[src/rtl/elevador_pkg.sv]
// Shared types and helpers for the elevador_scan elevator controller.
//   state_t : controller states (IDLE, MOVE_UP, MOVE_DOWN, DOOR, EMERG)
//   dir_t   : sticky travel direction remembered between stops
//   calls_above / calls_below : is there any pending call strictly beyond
//   a given floor in that direction (masked OR-reduction over 16 floors)
package elevador_pkg;

  localparam int MAX_FLOORS = 16;

  typedef enum logic [2:0] {
    IDLE,
    MOVE_UP,
    MOVE_DOWN,
    DOOR,
    EMERG
  } state_t;

  typedef enum logic {
    DIR_UP   = 1'b0,
    DIR_DOWN = 1'b1
  } dir_t;

  // Callers zero-extend their call vector to MAX_FLOORS bits.
  function automatic logic calls_above(input logic [MAX_FLOORS-1:0] req_vec,
                                       input logic [3:0]            pos);
    logic any;
    any = 1'b0;
    for (int i = 0; i < MAX_FLOORS; i++)
      if (i > int'(pos)) any = any | req_vec[i];
    return any;
  endfunction

  function automatic logic calls_below(input logic [MAX_FLOORS-1:0] req_vec,
                                       input logic [3:0]            pos);
    logic any;
    any = 1'b0;
    for (int i = 0; i < MAX_FLOORS; i++)
      if (i < int'(pos)) any = any | req_vec[i];
    return any;
  endfunction

endpackage

[src/rtl/elev_tick_div.sv]
// Movement tick generator: a free-running counter 0..TICK_DIV-1 that wraps.
//   CLOCK_50 : system clock
//   rst_n    : asynchronous active-low reset (counter to 0)
//   tick     : high for exactly one cycle while the count equals TICK_DIV-1
module elev_tick_div #(
  parameter int TICK_DIV = 50000000
) (
  input  logic CLOCK_50,
  input  logic rst_n,
  output logic tick
);

  localparam int            CW   = (TICK_DIV > 1) ? $clog2(TICK_DIV) : 1;
  localparam logic [CW-1:0] LAST = CW'(TICK_DIV - 1);

  logic [CW-1:0] cnt;

  // NOTE: clocked state is assigned with <= so every register samples the
  // pre-edge values, independent of statement order.
  always_ff @(posedge CLOCK_50 or negedge rst_n) begin
    if (!rst_n)          cnt <= '0;
    else if (cnt == LAST) cnt <= '0;
    else                 cnt <= cnt + 1'b1;
  end

  assign tick = (cnt == LAST);

endmodule

[src/rtl/elevador_scan.sv]
// SCAN elevator controller with door dwell, capacity limit and emergency
// descent. Outputs are raw state for downstream LED / display decode.
//   CLOCK_50   : system clock           rst_n      : async active-low reset
//   call_req   : level call per floor   add_person : rising edge = +1 person
//   rem_person : rising edge = -1       emerg_req  : rising edge = emergency
//   floor      : current floor index    dir_up/dir_down : travel direction
//   calls      : pending calls          people/full: occupancy
//   emergency  : in emergency descent   door_open  : door dwell in progress
module elevador_scan
  import elevador_pkg::*;
#(
  parameter  int N_FLOORS   = 5,
  parameter  int CAPACITY   = 3,
  parameter  int TICK_DIV   = 50000000,
  parameter  int DOOR_TICKS = 2,
  localparam int FW         = $clog2(N_FLOORS),
  localparam int PW         = $clog2(CAPACITY + 1)
) (
  input  logic                CLOCK_50,
  input  logic                rst_n,
  input  logic [N_FLOORS-1:0] call_req,
  input  logic                add_person,
  input  logic                rem_person,
  input  logic                emerg_req,
  output logic [FW-1:0]       floor,
  output logic                dir_up,
  output logic                dir_down,
  output logic [N_FLOORS-1:0] calls,
  output logic [PW-1:0]       people,
  output logic                full,
  output logic                emergency,
  output logic                door_open
);

  localparam int            DW        = $clog2(DOOR_TICKS + 1);
  localparam logic [DW-1:0] DOOR_LOAD = DW'(DOOR_TICKS);
  localparam logic [PW-1:0] CAP       = PW'(CAPACITY);
  localparam logic [FW-1:0] TOP_FLOOR = FW'(N_FLOORS - 1);

  state_t        state;
  dir_t          last_dir;
  logic [DW-1:0] dwell;
  logic          add_prev, rem_prev, emerg_prev;
  logic          tick;

  elev_tick_div #(.TICK_DIV(TICK_DIV)) u_tick (
    .CLOCK_50 (CLOCK_50),
    .rst_n    (rst_n),
    .tick     (tick)
  );

  logic add_edge, rem_edge, emerg_edge;
  assign add_edge   = add_person & ~add_prev;
  assign rem_edge   = rem_person & ~rem_prev;
  assign emerg_edge = emerg_req  & ~emerg_prev;

  // One-hot masks for the current floor and its neighbours.
  logic [N_FLOORS-1:0] cur_bit, up_bit, down_bit, clr;
  assign cur_bit  = N_FLOORS'(1) << floor;
  assign up_bit   = cur_bit << 1;
  assign down_bit = cur_bit >> 1;

  logic here_call, up_call, down_call, ahead_up, ahead_down, idle_go;
  assign here_call  = |(calls & cur_bit);
  assign up_call    = |(calls & up_bit);
  assign down_call  = |(calls & down_bit);
  assign ahead_up   = calls_above(MAX_FLOORS'(calls), 4'(floor));
  assign ahead_down = calls_below(MAX_FLOORS'(calls), 4'(floor));
  assign idle_go    = tick & (|calls) & ~full;

  // The call bit for whichever floor the car is stopping at this cycle.
  // NOTE: clr is given a default before the case so no path leaves it
  // unassigned, which would otherwise infer a latch.
  always_comb begin
    clr = '0;
    case (state)
      IDLE:      if (idle_go && here_call) clr = cur_bit;
      MOVE_UP:   if (tick && up_call)      clr = up_bit;
      MOVE_DOWN: if (tick && down_call)    clr = down_bit;
      DOOR:      clr = cur_bit;  // a call for the open floor is absorbed
      default:   clr = '0;
    endcase
  end

  always_ff @(posedge CLOCK_50 or negedge rst_n) begin
    if (!rst_n) begin
      state      <= IDLE;
      last_dir   <= DIR_UP;
      floor      <= '0;
      calls      <= '0;
      people     <= '0;
      emergency  <= 1'b0;
      dwell      <= '0;
      add_prev   <= 1'b0;
      rem_prev   <= 1'b0;
      emerg_prev <= 1'b0;
    end else begin
      add_prev   <= add_person;
      rem_prev   <= rem_person;
      emerg_prev <= emerg_req;

      if (state != EMERG && emerg_edge) begin
        // Emergency entry overrides every other event in this cycle.
        state     <= EMERG;
        calls     <= '0;
        emergency <= 1'b1;
        dwell     <= '0;
      end else if (state == EMERG) begin
        calls <= '0;
        if (tick) begin
          if (floor != '0) begin
            floor <= floor - 1'b1;
          end else begin
            state     <= DOOR;
            emergency <= 1'b0;
            dwell     <= DOOR_LOAD;
          end
        end
      end else begin
        calls <= (calls | call_req) & ~clr;

        if (add_edge && !rem_edge && people != CAP)
          people <= people + 1'b1;
        else if (rem_edge && !add_edge && people != '0)
          people <= people - 1'b1;

        case (state)
          IDLE: begin
            if (idle_go) begin
              if (here_call) begin
                state <= DOOR;
                dwell <= DOOR_LOAD;
              end else if (last_dir == DIR_UP) begin
                if (ahead_up) begin
                  state <= MOVE_UP;
                end else begin
                  state    <= MOVE_DOWN;
                  last_dir <= DIR_DOWN;
                end
              end else begin
                if (ahead_down) begin
                  state <= MOVE_DOWN;
                end else begin
                  state    <= MOVE_UP;
                  last_dir <= DIR_UP;
                end
              end
            end
          end
          MOVE_UP: begin
            if (tick) begin
              floor <= floor + 1'b1;
              if (up_call) begin
                state <= DOOR;
                dwell <= DOOR_LOAD;
              end
            end
          end
          MOVE_DOWN: begin
            if (tick) begin
              floor <= floor - 1'b1;
              if (down_call) begin
                state <= DOOR;
                dwell <= DOOR_LOAD;
              end
            end
          end
          DOOR: begin
            if (tick) begin
              if (dwell > DW'(1)) begin
                dwell <= dwell - 1'b1;
              end else begin
                state <= IDLE;
                dwell <= '0;
              end
            end
          end
          default: state <= IDLE;
        endcase
      end
    end
  end

  assign dir_up    = (state == MOVE_UP);
  assign dir_down  = (state == MOVE_DOWN) || (state == EMERG);
  assign door_open = (state == DOOR);
  assign full      = (people == CAP);

  // A move state always has its target call still pending ahead, so the
  // floor index can never step outside 0..N_FLOORS-1.
  a_floor_range: assert property (@(posedge CLOCK_50) disable iff (!rst_n)
    floor <= TOP_FLOOR);
  a_up_target: assert property (@(posedge CLOCK_50) disable iff (!rst_n)
    (state == MOVE_UP) |-> (floor < TOP_FLOOR && ahead_up));
  a_down_target: assert property (@(posedge CLOCK_50) disable iff (!rst_n)
    (state == MOVE_DOWN) |-> (floor != '0 && ahead_down));

endmodule

[config.mk]
export PLATFORM = sky130hd
export DESIGN_NAME = elevador_scan
export DESIGN_NICKNAME = d
export VERILOG_FILES = /design/src/rtl/elevador_pkg.sv /design/src/rtl/elev_tick_div.sv /design/src/rtl/elevador_scan.sv
export SDC_FILE = /design/constraint.sdc
export NUM_CORES = 1
export LEC_CHECK = 0
export CORE_MARGIN = 2
export CORE_UTILIZATION = 57
export DETAILED_ROUTE_END_ITERATION = 16
export PLACE_DENSITY = 0.79
export SKIP_LAST_GASP = 1
export SLEW_MARGIN = 25
export SYNTH_ARGS = -nofsm -noshare
export SYNTH_HDL_FRONTEND = slang
export SYNTH_SLANG_ARGS = --single-unit
[constraint.sdc]
create_clock -name CLOCK_50 -period 3.4 [get_ports CLOCK_50]
set_clock_uncertainty 0.15 [all_clocks]
set_input_delay 0.68 -clock CLOCK_50 [delete_from_list [all_inputs] [get_ports CLOCK_50]]
set_output_delay 0.68 -clock CLOCK_50 [all_outputs]
set_load 0.005 [all_outputs]
==> metrics.md <==
| Metric | Value |
|---|---|
| Status | `finished clean` |
| Largest net degree at the start of global routing | `47` |
| Endpoints failing hold | `0` |
| Via count | `2,206` |
| Ys flop type | `dfrtp_1` |
| Gpl congestion | `0.9088` |
| Layout net count | `326` |
| Grt ovf | `0` |
| Synthesized area | `0.002656 mm^2` |
| Htree depth | `2` |
| Warnings, synthesis | `0` |
| Vias in the first global route | `2,107` |
| GR Util All Layers | `23.62%` |
| RSZ-0062 raised after global routing | `false` |
| Fin crit share | `85.56%` |
| Insertion delay to the later sink of the worst-skew pair | `0.30 ns` |
| Final ANT Viol Nets | `0` |
| Slowest cell delay on critical path | `0.60 ns` |
| CP Buf/Inv Count | `1` |
| # setup viols final | `0` |
| Core area | `0.004414 mm^2` |
| Initial antenna violation count | `0` |
| Slew margin rel. | `50.80%` |
| Routed WL per cell | `15.41 um` |
| Initial Util | `60.18%` |
| Post-synth cell types | `52` |
| Reg-to-reg setup timing slack | `0.68 ns` |
| Tmin final | `2.909 ns` |
| Die Y | `72.27 um` |
| #FFs+latches synth | `46` |
| Post-layout util | `69.67%` |
| Pwr dens | `558.9 mW/mm^2` |
| Sequential area share after synthesis | `43.33%` |
| Drc violations | `0` |
| Syn nets | `303` |
| Row count | `24` |
| IO Pins | `25` |
| Total routed wirelength | `5577 um` |
| Crit-path slowest cell | `clkdlybuf4s50_1` |
| First DRT Iteration DRCs | `220` |
| Number of max-cap violations | `0` |
| Register area | `0.001151 mm^2` |
| Clock slew at reported path FFs | `0.09 ns` |
| Fraction of layout cells with a size suffix above 1 | `7.097%` |
| Overall die area | `0.005222 mm^2` |
| Worst setup SP type | `register` |
| Drt via density | `6.094` |
| Fmax | `0.3437 GHz` |
| Pleak | `1.289 nW` |
| Worst r2r src | `floor[0]` |
| CTS buffer count | `5` |
| IO buf count | `24` |
| Cells on worst reg2reg path | `8` |
| HPWL Detailed | `4032 um` |
| N_diodes | `0` |
| Global-route wire length before repair | `9687 um` |
| Synthesized area per cell | `9.288 um^2` |
| Die Width | `72.27 um` |
| Area of the multi-input gates | `0.001439 mm^2` |
| CTS tree | `yes` |
| Worst-case vdd ir drop | `0.3033 mV` |
| Post-cts resize count | `0` |
| Worst min path class | `input port to asynchronous set/reset pin` |
| Deepest clock path buffer count | `2` |
| 1st-pass router iterations | `5` |
| Worst-path cell chain | `nand2b_1 -> a21oi_1 -> clkdlybuf4s50_1` |
| Critical path type | `register to output pin` |
| Fillers | `353` |
| Setup_tns | `0 ns` |
| Max-slew violation count | `0` |
| Crit path from | `state[1]` |
| CTS Sinks | `46` |
| Critical Path RT | `2.57 ns` |
| Post-Syn Instances | `286` |
| Cell family with the largest share of critical-path delay | `buffers and inverters` |
| Clock tree root driver cell | `clkbuf_8` |
| Hold Buf Count CTS | `0` |
| CP Max Fanout | `10` |
| Post-CTS Setup Bufs | `0` |
| Number of flops mapped to enable cells by yosys | `0` |
| Slew @ Worst Pin | `0.7324 ns` |
| CP Capture Type | `output pin` |
| Async SR Flop Fraction | `100.0%` |
| Power Total | `1.719 mW` |
| Endpoint arrival time on the critical path | `2.08 ns` |
| Area Growth Syn to Fin | `15.78%` |
| Reg-to-Reg End | `state[1]` |
==> through the flow <==
stage                     instance area [um^2]  setup WS, ns  hold WS (ns)  instances
after detailed placement                  2935        0.6068        0.3111        354
after global routing                      3075        0.3700        0.2686        362
final                                     3075        0.4909        0.2146        362
after CTS                                 3073        0.5174        0.3246        362
after global placement                    2935        0.6573        0.3057        354
after floorplan                           2656        0.8041        0.2344        286
==> layout make-up <==
class,instances,area share (%)
clock inverters,3,2.238
inverters,6,0.7323
clock buffers,5,2.238
repair buffers,27,8.462
multi-input cells,223,46.79
well taps,52,2.116
flip-flops and latches,46,37.43
==> worst max-delay path by stage <==
stage                           to  slack (ns)  cells past startpoint
final                     dir_down        0.49                      3
after detailed placement  dwell[0]        0.61                      7
after CTS                 dir_down        0.52                      3
after global routing      dir_down        0.37                      3
after global placement    dwell[0]        0.66                      7
after floorplan           state[1]        0.80                      7
==> cells by family after synthesis <==
kind of cell / Yosys count / synth area share, %
AND/OR/NAND/NOR: 125 / 25.67
AO/OA/AOI/OAI: 65 / 16.35
flip-flops: 46 / 43.33
XOR/XNOR: 24 / 7.913
buffers and inverters: 17 / 2.496
adder cells (fa/ha/maj): 7 / 3.297
multiplexers: 2 / 0.9419
==> cell usage after synthesis (3+ instances only) <==
cell	instances	area [um^2]
nand2_1	19	71.32
xnor2_1	14	122.6
nor2_1	29	108.9
nand3b_1	5	37.54
and3_1	7	43.79
nand3_1	17	85.08
dfrtp_1	46	1151
o211ai_1	3	22.52
o21ai_0	12	60.06
a32o_1	4	40.04
o22ai_1	3	18.77
clkbuf_1	9	33.78
inv_1	6	22.52
a221oi_1	4	35.03
a31oi_1	3	18.77
a21oi_1	16	80.08
nand2b_1	8	50.05
nor2b_1	10	62.56
ha_1	7	87.58
nand4_1	9	56.30
nor3_1	4	20.02
o21ai_1	5	25.02
xor2_1	10	87.58
==> where the power goes <==
group	internal, mW	total [mW]	leakage, nW	switching, mW
Sequential	0.604	0.723	0.590	0.119
Combinational	0.263	0.514	0.630	0.251
Clock	0.294	0.482	0.0683	0.188
==> worst reg2reg max path, delay by kind of cell (launching register included) <==
kind | cells | cell delay [ns]
compound gates | 3 | 0.67
simple gates | 2 | 0.63
flops | 1 | 0.46
buf+inv | 2 | 0.35
fa+ha+maj | 1 | 0.33
==> cell usage in the layout (no fill, tap or decap), drive strengths merged, types with 5 or more instances in the layout <==
cell type      netlist  layout
xnor2               14      14
nand3b               5       5
clkdlybuf4s50        0      23
clkbuf               9       5
a21oi               17      17
nor2b               10      10
nand2b               8       8
nor2                30      30
inv                  6       6
o21ai               17      17
xor2                10      10
dfrtp               46      46
nand4                9       9
and3                 7       7
nand2               19      19
nand3               18      18
ha                   7       7
==> per-layer routing <==
metal  GRT usage (%)  share of wire (%)  wire (um)
met1           32.48                 46       2570
met2           38.53                 49       2750
met3           4.167                3.1        175
met4           6.918                1.4         80
met5               0                  0          0
==> sequential cells by signal, summed over array words and instances (netlist names) <==
register	count
u_tick.cnt	26
calls	5
floor	3
state	3
dwell	2
people	2
add_prev	1
emerg_prev	1
emergency	1
last_dir	1
rem_prev	1
Power figures use the tool's default switching activity.
